$ cat config.mk
export PLATFORM = sky130hd
export DESIGN_NAME = ball_ctrl
export DESIGN_NICKNAME = d
export VERILOG_FILES = /design/src/rtl/pong_pkg.sv /design/src/rtl/tick_edge.sv /design/src/rtl/ball_ctrl.sv
export SDC_FILE = /design/constraint.sdc
export NUM_CORES = 1
export LEC_CHECK = 0
export BUFFER_PORTS_ARGS = -buffer_cell sky130_fd_sc_hd__buf_2
export CAP_MARGIN = 20
export CORE_ASPECT_RATIO = 0.75
export CORE_MARGIN = 2
export CORE_UTILIZATION = 53
export CTS_CLUSTER_DIAMETER = 80
export DETAILED_ROUTE_END_ITERATION = 10
export PLACE_DENSITY_LB_ADDON = 0.08
export SYNTH_ARGS = -nofsm -noshare
export SYNTH_HDL_FRONTEND = slang
export SYNTH_HIERARCHICAL = 1
export SYNTH_SLANG_ARGS = --single-unit
$ cat constraint.sdc
create_clock -name clk -period 3.6 [get_ports clk]
set_input_delay 1.08 -clock clk [delete_from_list [all_inputs] [get_ports clk]]
set_output_delay 1.08 -clock clk [all_outputs]
set_load 0.02 [all_outputs]
$ cat src/rtl/pong_pkg.sv
// Shared pong definitions: screen size, paddle geometry, game_state encoding and ball FSM states.
package pong_pkg;

   localparam int unsigned H_ACTIVE  = 640;
   localparam int unsigned V_ACTIVE  = 480;

   localparam int unsigned PADDLE_W  = 8;
   localparam int unsigned PADDLE_H  = 64;
   localparam int unsigned PADDLE1_X = 16;
   localparam int unsigned PADDLE2_X = 616;

   localparam logic [1:0] GS_IDLE   = 2'b00;
   localparam logic [1:0] GS_PLAY   = 2'b01;
   localparam logic [1:0] GS_P1_WIN = 2'b10;
   localparam logic [1:0] GS_P2_WIN = 2'b11;

   typedef enum logic [1:0] {
      StIdle,
      StServe,
      StMove,
      StScored
   } ball_state_e;

endpackage

$ cat src/rtl/tick_edge.sv
// Rising-edge detector for the 1 ms strobe; one-cycle tick per rising edge of strobe_i.
module tick_edge (
   input  logic clk,
   input  logic reset,
   input  logic strobe_i,
   output logic tick_o
);

   logic strobe_q;

   always_ff @(posedge clk) begin
      if (!reset) begin
         strobe_q <= 1'b0;
      end else begin
         strobe_q <= strobe_i;
      end
   end

   assign tick_o = strobe_i & ~strobe_q;

endmodule

$ cat src/rtl/ball_ctrl.sv
// Pong ball: position, wall/paddle bounces, miss detection, score pulses and ball pixel decode.
// Build option BALL_SPEEDUP_EN: per-axis step grows by one on each paddle hit, up to 2*SPEED.
module ball_ctrl
   import pong_pkg::*;
#(
   parameter int unsigned BALL_SIZE   = 8,
   parameter int unsigned SPEED       = 2,
   parameter int unsigned SERVE_TICKS = 500,
   parameter logic [11:0] BALL_COLOR  = 12'hFFF
) (
   input  logic        clk,
   input  logic        reset,
   input  logic        clk_1ms_i,
   input  logic [9:0]  x_i,
   input  logic [9:0]  y_i,
   input  logic [1:0]  game_state_i,
   input  logic [9:0]  paddle1_y_i,
   input  logic [9:0]  paddle2_y_i,
   output logic        ball_on_o,
   output logic [11:0] rgb_ball_o,
   output logic [9:0]  ball_x_o,
   output logic [9:0]  ball_y_o,
   output logic        score_p1_o,
   output logic        score_p2_o
);

   localparam logic [10:0] Size    = 11'(BALL_SIZE);
   localparam logic [10:0] PadH    = 11'(PADDLE_H);
   localparam logic [10:0] XMax    = 11'(H_ACTIVE - BALL_SIZE);
   localparam logic [10:0] YMax    = 11'(V_ACTIVE - BALL_SIZE);
   localparam logic [9:0]  XCentre = 10'((H_ACTIVE - BALL_SIZE) / 2);
   localparam logic [9:0]  YCentre = 10'((V_ACTIVE - BALL_SIZE) / 2);
   localparam logic [10:0] P1Face  = 11'(PADDLE1_X + PADDLE_W);
   localparam logic [10:0] P2Clamp = 11'(PADDLE2_X - BALL_SIZE);

   localparam int unsigned CntW = (SERVE_TICKS > 1) ? $clog2(SERVE_TICKS) : 1;
   localparam logic [CntW-1:0] CntLast = CntW'(SERVE_TICKS - 1);

   ball_state_e     state_q, state_d;
   logic [9:0]      ball_x_q, ball_x_d;
   logic [9:0]      ball_y_q, ball_y_d;
   logic            dx_q, dx_d;     // 1 = moving right
   logic            dy_q, dy_d;     // 1 = moving down
   logic [CntW-1:0] cnt_q, cnt_d;
   logic            score_p1_q, score_p1_d;
   logic            score_p2_q, score_p2_d;

   logic            tick;
   logic            play;
   logic [10:0]     bx, by, p1y, p2y, step;
   logic            p1_overlap, p2_overlap, hit1, hit2;
   logic [9:0]      y_next;
   logic            dy_next;

`ifdef BALL_SPEEDUP_EN
   localparam logic [10:0] StepMax = 11'(2 * SPEED);
   logic [10:0] step_q, step_d;
   assign step = step_q;
`else
   assign step = 11'(SPEED);
`endif

   tick_edge u_tick_edge (
      .clk      (clk),
      .reset    (reset),
      .strobe_i (clk_1ms_i),
      .tick_o   (tick)
   );

   assign play = (game_state_i == GS_PLAY);

   assign bx  = {1'b0, ball_x_q};
   assign by  = {1'b0, ball_y_q};
   assign p1y = {1'b0, paddle1_y_i};
   assign p2y = {1'b0, paddle2_y_i};

   assign p1_overlap = (by + Size > p1y) && (by < p1y + PadH);
   assign p2_overlap = (by + Size > p2y) && (by < p2y + PadH);

   // Hit only when the ball crosses the paddle face this tick from the open-court side.
   assign hit1 = (bx >= P1Face) && (bx - step <= P1Face) && p1_overlap;
   assign hit2 = (bx <= P2Clamp) && (bx + step >= P2Clamp) && p2_overlap;

   always_comb begin
      y_next  = ball_y_q;
      dy_next = dy_q;
      if (!dy_q) begin
         if (by < step) begin
            y_next  = '0;
            dy_next = 1'b1;
         end else begin
            y_next = 10'(by - step);
         end
      end else if (by + step > YMax) begin
         y_next  = 10'(YMax);
         dy_next = 1'b0;
      end else begin
         y_next = 10'(by + step);
      end
   end

   always_comb begin
      state_d    = state_q;
      ball_x_d   = ball_x_q;
      ball_y_d   = ball_y_q;
      dx_d       = dx_q;
      dy_d       = dy_q;
      cnt_d      = cnt_q;
      score_p1_d = 1'b0;
      score_p2_d = 1'b0;
`ifdef BALL_SPEEDUP_EN
      step_d     = step_q;
`endif

      unique case (state_q)
         StIdle: begin
            ball_x_d = XCentre;
            ball_y_d = YCentre;
            if (play) begin
               state_d = StServe;
               cnt_d   = '0;
            end
         end

         StServe: begin
            if (tick) begin
               if (cnt_q == CntLast) begin
                  state_d = StMove;
                  cnt_d   = '0;
               end else begin
                  cnt_d = cnt_q + CntW'(1);
               end
            end
         end

         StMove: begin
            if (tick) begin
               ball_y_d = y_next;
               dy_d     = dy_next;
               if (!dx_q) begin
                  if (hit1) begin
                     ball_x_d = 10'(P1Face);
                     dx_d     = 1'b1;
`ifdef BALL_SPEEDUP_EN
                     step_d   = (step_q >= StepMax) ? step_q : step_q + 11'd1;
`endif
                  end else if (bx < step) begin
                     score_p2_d = 1'b1;
                     dx_d       = 1'b0;
                     ball_x_d   = XCentre;
                     ball_y_d   = YCentre;
                     state_d    = StScored;
                  end else begin
                     ball_x_d = 10'(bx - step);
                  end
               end else begin
                  if (hit2) begin
                     ball_x_d = 10'(P2Clamp);
                     dx_d     = 1'b0;
`ifdef BALL_SPEEDUP_EN
                     step_d   = (step_q >= StepMax) ? step_q : step_q + 11'd1;
`endif
                  end else if (bx + step > XMax) begin
                     score_p1_d = 1'b1;
                     dx_d       = 1'b1;
                     ball_x_d   = XCentre;
                     ball_y_d   = YCentre;
                     state_d    = StScored;
                  end else begin
                     ball_x_d = 10'(bx + step);
                  end
               end
            end
         end

         StScored: begin
            ball_x_d = XCentre;
            ball_y_d = YCentre;
            state_d  = StServe;
            cnt_d    = '0;
         end

         default: begin
            state_d = StIdle;
         end
      endcase

      // Leaving play wins over everything; a pulse already on the output still completes.
      if (!play) begin
         state_d    = StIdle;
         ball_x_d   = XCentre;
         ball_y_d   = YCentre;
         score_p1_d = 1'b0;
         score_p2_d = 1'b0;
      end

`ifdef BALL_SPEEDUP_EN
      if (state_d == StIdle || state_d == StScored) begin
         step_d = 11'(SPEED);
      end
`endif
   end

   always_ff @(posedge clk) begin
      if (!reset) begin
         state_q    <= StIdle;
         ball_x_q   <= XCentre;
         ball_y_q   <= YCentre;
         dx_q       <= 1'b1;
         dy_q       <= 1'b1;
         cnt_q      <= '0;
         score_p1_q <= 1'b0;
         score_p2_q <= 1'b0;
      end else begin
         state_q    <= state_d;
         ball_x_q   <= ball_x_d;
         ball_y_q   <= ball_y_d;
         dx_q       <= dx_d;
         dy_q       <= dy_d;
         cnt_q      <= cnt_d;
         score_p1_q <= score_p1_d;
         score_p2_q <= score_p2_d;
      end
   end

`ifdef BALL_SPEEDUP_EN
   always_ff @(posedge clk) begin
      if (!reset) begin
         step_q <= 11'(SPEED);
      end else begin
         step_q <= step_d;
      end
   end
`endif

   assign ball_on_o = ({1'b0, x_i} >= bx) && ({1'b0, x_i} < bx + Size) &&
                      ({1'b0, y_i} >= by) && ({1'b0, y_i} < by + Size);

   assign rgb_ball_o = BALL_COLOR;
   assign ball_x_o   = ball_x_q;
   assign ball_y_o   = ball_y_q;
   assign score_p1_o = score_p1_q;
   assign score_p2_o = score_p2_q;

endmodule

After elaboration in Yosys (flattened, before gate mapping)
Cells that the tools add are included.

operators by class
  muxes and demuxes = 38
  reductions and logical operators = 20
  equal/unequal tests = 13
  bitwise gates (word level) = 7
  order comparisons = 16
  $add $sub $neg = 9

operators with widths
  operator                                                                                count
  10-bit 2-to-1 mux                                                                       15
  10-bit by 11-bit < comparator with 1-bit output                                         4
  10-bit one-hot mux with 2 select lines                                                  2
  9-bit 2-to-1 mux                                                                        3
  9-bit one-hot mux with 3 select lines                                                   1
  10-bit by 2-bit adder with 11-bit output (second input constant)                        2
  10-bit by 4-bit adder with 11-bit output (second input constant)                        2
  10-bit by 7-bit adder with 11-bit output (second input constant)                        2
  11-bit by 10-bit greater-than comparator with 1-bit output                              2
  10-bit greater-or-equal comparator                                                      2
  10-bit by 2-bit < comparator with 1-bit output (second input constant)                  2
  2-bit 2-to-1 mux                                                                        8
  3-bit != test (second input constant)                                                   4
  6-bit OR reduction                                                                      2
  11-bit by 10-bit greater-or-equal comparator with 1-bit output (second input constant)  1
  11-bit by 10-bit greater-than comparator with 1-bit output (second input constant)      1
  11-bit by 9-bit greater-than comparator with 1-bit output (second input constant)       1
  11-bit by 5-bit <= comparator with 1-bit output (second input constant)                 1
  10-bit by 2-bit subtractor with 11-bit output (second input constant)                   1
  10-bit by 5-bit greater-or-equal comparator with 1-bit output (second input constant)   1
  10-bit <= comparator (second input constant)                                            1
  10-bit by 2-bit subtractor with 10-bit output (second input constant)                   1
  9-bit by 1-bit adder with 9-bit output (second input constant)                          1
  9-bit equality test (second input constant)                                             1
  other kinds (15)                                                                        42

storage, ports and cells
  register bits = 36
  input port bits = 45
  word-level logic and storage cells = 112
  output and inout port bits = 35

Depth between registers and ports, before layout
  depth after elaboration = 9
  mapped depth = 13
  depth with buffers taken out = 13

Hierarchy
Netlist, hierarchy kept.

by module, submodules not included
  module     seq. area each (sq um)  area each (sq um)  cells each  instances
  ball_ctrl  680.7                   4541.9             588         1
  tick_edge  20.0                    40.0               3           1

Least setup slack after synthesis
Ideal clock, no wire load.

  path type = in2out
  from = input port y_i[1]
  to = output port ball_on_o
  required time = 2520 ps
  path buffers = 0
  arrival = 2733 ps
  path slack = -213 ps
  cell stages on the path = 9
  cell sequence = ha_1 -> nor2b_1 -> o21ai_0 -> a21oi_1 -> o211ai_1 -> a21oi_1 -> nor4_1 -> o22ai_1 -> nor3_1

on the way
  word-level cells in the longest chain between the ends = 3
  elaborated cells on any way between the ends = 4
  classes of those cells = order compare (2); reduce/logical (2)

ends and longest elaborated chain
  item                                RTL line          RTL
  from (decl)                         ball_ctrl.sv:15   input logic [9:0] y_i,
  10-bit greater-or-equal comparator  ball_ctrl.sv:237  ({1'b0, y_i} >= by) && ({1'b0, y_i} < by + Size);
  1-bit logical AND                   ball_ctrl.sv:236  assign ball_on_o = ({1'b0, x_i} >= bx) && ({1'b0, x_i} < bx + Size) &&
  1-bit logical AND *                 ball_ctrl.sv:237
  to (decl)                           ball_ctrl.sv:19   output logic ball_on_o,

Every way passes the cells marked *; elsewhere a longest branch is shown, timed or not.

Worst setup path in the final report
  from = input port y_i[0]
  to = output port ball_on_o

The elaborated chain is that of the path after synthesis.

==> results.sh <==
export IMPL_syn_cell_area_um2=4580
export IMPL_core_area_um2=8420
export IMPL_synth_ff_type="dfxtp_1"
export IMPL_cts_clk_slew_worst_paths_ns=0.05
export IMPL_row_count=29
export IMPL_clock_path_buffers=2
export IMPL_relSlewSlack=0.602
export IMPL_cts_sinks=35
export IMPL_setup_violations=1
export IMPL_htree_levels=2
export IMPL_drtAntennaViolNets=0
export IMPL_synthMuxAreaShare=0.00437
export IMPL_nets=823
export IMPL_insertedDiodeCount=0
export IMPL_worst_slack_ns=-0.204
export IMPL_yosys_warnings=6
export IMPL_mostFrequentLayoutCell="ha_1"
export IMPL_drc_errors=0
export IMPL_synth_cell_types=79
export IMPL_vias=4822
export IMPL_synth_edf_count=0
export IMPL_timing_fmax_mhz=263
export IMPL_first_global_vias=4538
export IMPL_via_per_inst=6.01
export IMPL_cpPeakStageDelay_ns=0.25
export IMPL_gp_congestion=0.923
export IMPL_timing_hold_ws_ns=0.478
export IMPL_worst_pin_slew_ns=0.591
export IMPL_end_kind="output pin"
export IMPL_slew_viol_final=0
export IMPL_start_kind="primary input"
export IMPL_hold_class="reg -> reg"
export IMPL_clock_skew_ns=0.00406
export IMPL_die_w_um=111
export IMPL_layout_drive_gt1_share=0.233
export IMPL_grt_start_max_net_pins=14
export IMPL_violations="setup timing"
export IMPL_grt_pass1_wl_mm=21.5
export IMPL_rsz0062_at_grt="yes"
export IMPL_async_reset_ff_frac=0
export IMPL_yosysSeqAreaShare=0.153
export IMPL_layout_min_cycle_time_ns=3.80
export IMPL_final_cells=802
export IMPL_numCtsBuffers=5
export IMPL_cts_setup_buffers=0
export IMPL_numPortBuffers=65
export IMPL_syn_to_final_growth_pct=20.8
export IMPL_drt_iter0_markers=311
export IMPL_path_delay_family="compound AO/OA/AOI/OAI gates"
export IMPL_die_area_um2=9410
export IMPL_crit_buf_inv=3
export IMPL_post_dp_hpwl_mm=10.5
export IMPL_dp_cells=795
export IMPL_outcome="complete, but fails checks"
export IMPL_period_share=1.06
export IMPL_synth_compound_area_frac=0.249
export IMPL_slowest_stage="a211oi_2"
export IMPL_required_ns=2.52
export IMPL_synth_xor_area_frac=0.0535
export IMPL_clockRootBuffer="clkbuf_16"
export IMPL_grt_usage=0.275
export IMPL_synthCells=591
export IMPL_irDropWorstVdd_mv=0.300
export IMPL_synth_simple_area_share=0.212
export IMPL_cts_tree="built"
export IMPL_overflow=0
export IMPL_io_pins=80
export IMPL_drt_wl_total_mm=12.7
export IMPL_detail_route_wl_per_cell_um=15.9
export IMPL_avgSynthCellArea_um2=7.75
export IMPL_synth_top_family_by_area="compound AO/OA/AOI/OAI gates"
export IMPL_initial_utilization=0.544
export IMPL_arrival_ns=2.72
export IMPL_layout_common_cells="ha_1 (82), buf_2 (63), inv_1 (58), buf_4 (50), nand2_1 (40)"
export IMPL_antenna_found_initial=0
export IMPL_worstSkewPairLatency_ns=0.28
export IMPL_die_h_um=84.5
export IMPL_yosys_area_share_adder=0.232
export IMPL_crit_fanout=1
export IMPL_leakage_uw=0.00253
export IMPL_maxCapViolations=0
export IMPL_hold_viol_final=0
export IMPL_drtPass1Iterations=5
export IMPL_p_per_area_nw_per_um2=183
export IMPL_cpMostUsedCell="o21ai_1"
export IMPL_worstSetupPathType="in -> out"
export IMPL_synth_seq_cells=35
export IMPL_crit_chain="buf_2 -> inv_1 -> ha_4 -> nand2b_4 -> a21oi_2 -> o21ai_1 -> a211oi_2 -> o21ai_1 -> and4_4 -> o22ai_4 -> nor3_2 -> buf_4"
-- sequential cells by signal, indices dropped and copies added (netlist names) --
name and cells:
ball_y_o 10, ball_x_o 9, cnt_q 9, state_q 2, dx_q 1, dy_q 1
score_p1_o 1, score_p2_o 1, u_tick_edge/strobe_q 1
-- where the power goes --
group,switching (uW),internal (uW)
Clock,159,255
Sequential,1.82,389
Combinational,114,93.0
-- cell type report --
class	instances	area (um2)
clock buffer	6	129
clock inverter	2	12.5
fill	741	2890
inverter	61	229
multi-input combinational	476	3620
sequential	35	703
tap	108	135
timing repair buffer	114	702
-- worst paths after layout --
| check | startpoint | endpoint | slack, ns | cells after the start |
|---|---|---|---|---|
| hold reg to reg | state_q[1] | state_q[1] | 0.48 | 2 |
| hold / removal | state_q[1] | state_q[1] | 0.48 | 2 |
| setup reg to reg | ball_y_o[3] | ball_y_o[7] | 0.24 | 12 |
| setup / recovery | y_i[0] | ball_on_o | -0.20 | 12 |
-- cells in the mapped netlist (4+ instances only) --
cell type | number | area, um2
ha_1 | 85 | 1060
inv_1 | 58 | 218
nand2_1 | 40 | 150
dfxtp_1 | 35 | 701
o21ai_0 | 34 | 170
a21oi_1 | 33 | 165
nor2_1 | 33 | 124
nand3_1 | 29 | 145
xnor2_1 | 23 | 201
buf_4 | 17 | 128
nor3_1 | 15 | 75.1
nand4_1 | 10 | 62.6
a22oi_1 | 9 | 67.6
a31oi_1 | 8 | 50.1
nor4_1 | 8 | 50.1
o22ai_1 | 8 | 50.1
or3_1 | 8 | 50.1
a211oi_1 | 7 | 52.6
clkbuf_1 | 7 | 26.3
nor2b_1 | 7 | 43.8
and3_1 | 6 | 37.5
o31ai_1 | 6 | 45.0
a211o_1 | 5 | 43.8
a21o_1 | 5 | 37.5
o211ai_1 | 5 | 37.5
o21a_1 | 5 | 37.5
xor2_1 | 5 | 43.8
a21boi_0 | 4 | 30.0
nand2b_1 | 4 | 25.0
-- kinds of logic after synthesis --
kind of cell	Yosys count
multiplexers	2
buffers and inverters	91
flip-flops	35
AND/OR/NAND/NOR	184
adder cells (fa/ha/maj)	85
AO/OA/AOI/OAI	164
other	2
XOR/XNOR	28
-- timing repair --
action | 4_1_cts | 5_1_grt
gates resized for setup | 16 | 19
hold buffers | 0 | 0
setup endpoints to repair | 1 | 13
pin swaps | 11 | 14
cloned | 0 | 0
hold endpoints to repair | 0 | 0
-- worst reg2reg max path, delay by kind of cell, from the launching register on --
kind | cells | cell delay [ns]
and+or+nand+nor | 4 | 0.86
AOI/OAI and AO/OA | 4 | 0.86
adders and majority gates | 2 | 0.59
DFF | 1 | 0.37
xor gates and xnor gates | 1 | 0.37
buffers and inverters | 1 | 0.19
-- metal layers --
metal	global-route usage	vias up	wire length, um
li1	-	2352	-
met1	0.394	2226	6090
met2	0.432	225	5450
met3	0.0498	19	1070
met4	0.0595	0	132
met5	0	-	0
-- metrics by stage --
stage	utilization	TNS (ns)	total power, uW	area [um2]	setup WS [ns]
2_1_floorplan	-	0	533	4630	0.00131
3_3_place_gp	0.625	-1.45	583	5260	-0.363
3_5_place_dp	0.625	-1.85	590	5260	-0.438
4_1_cts	0.648	-0.205	1010	5460	-0.205
5_1_grt	0.657	-0.287	1060	5530	-0.287
6_report	0.657	-0.204	1010	5530	-0.204
Note: power is estimated with default switching activity, not from simulation.
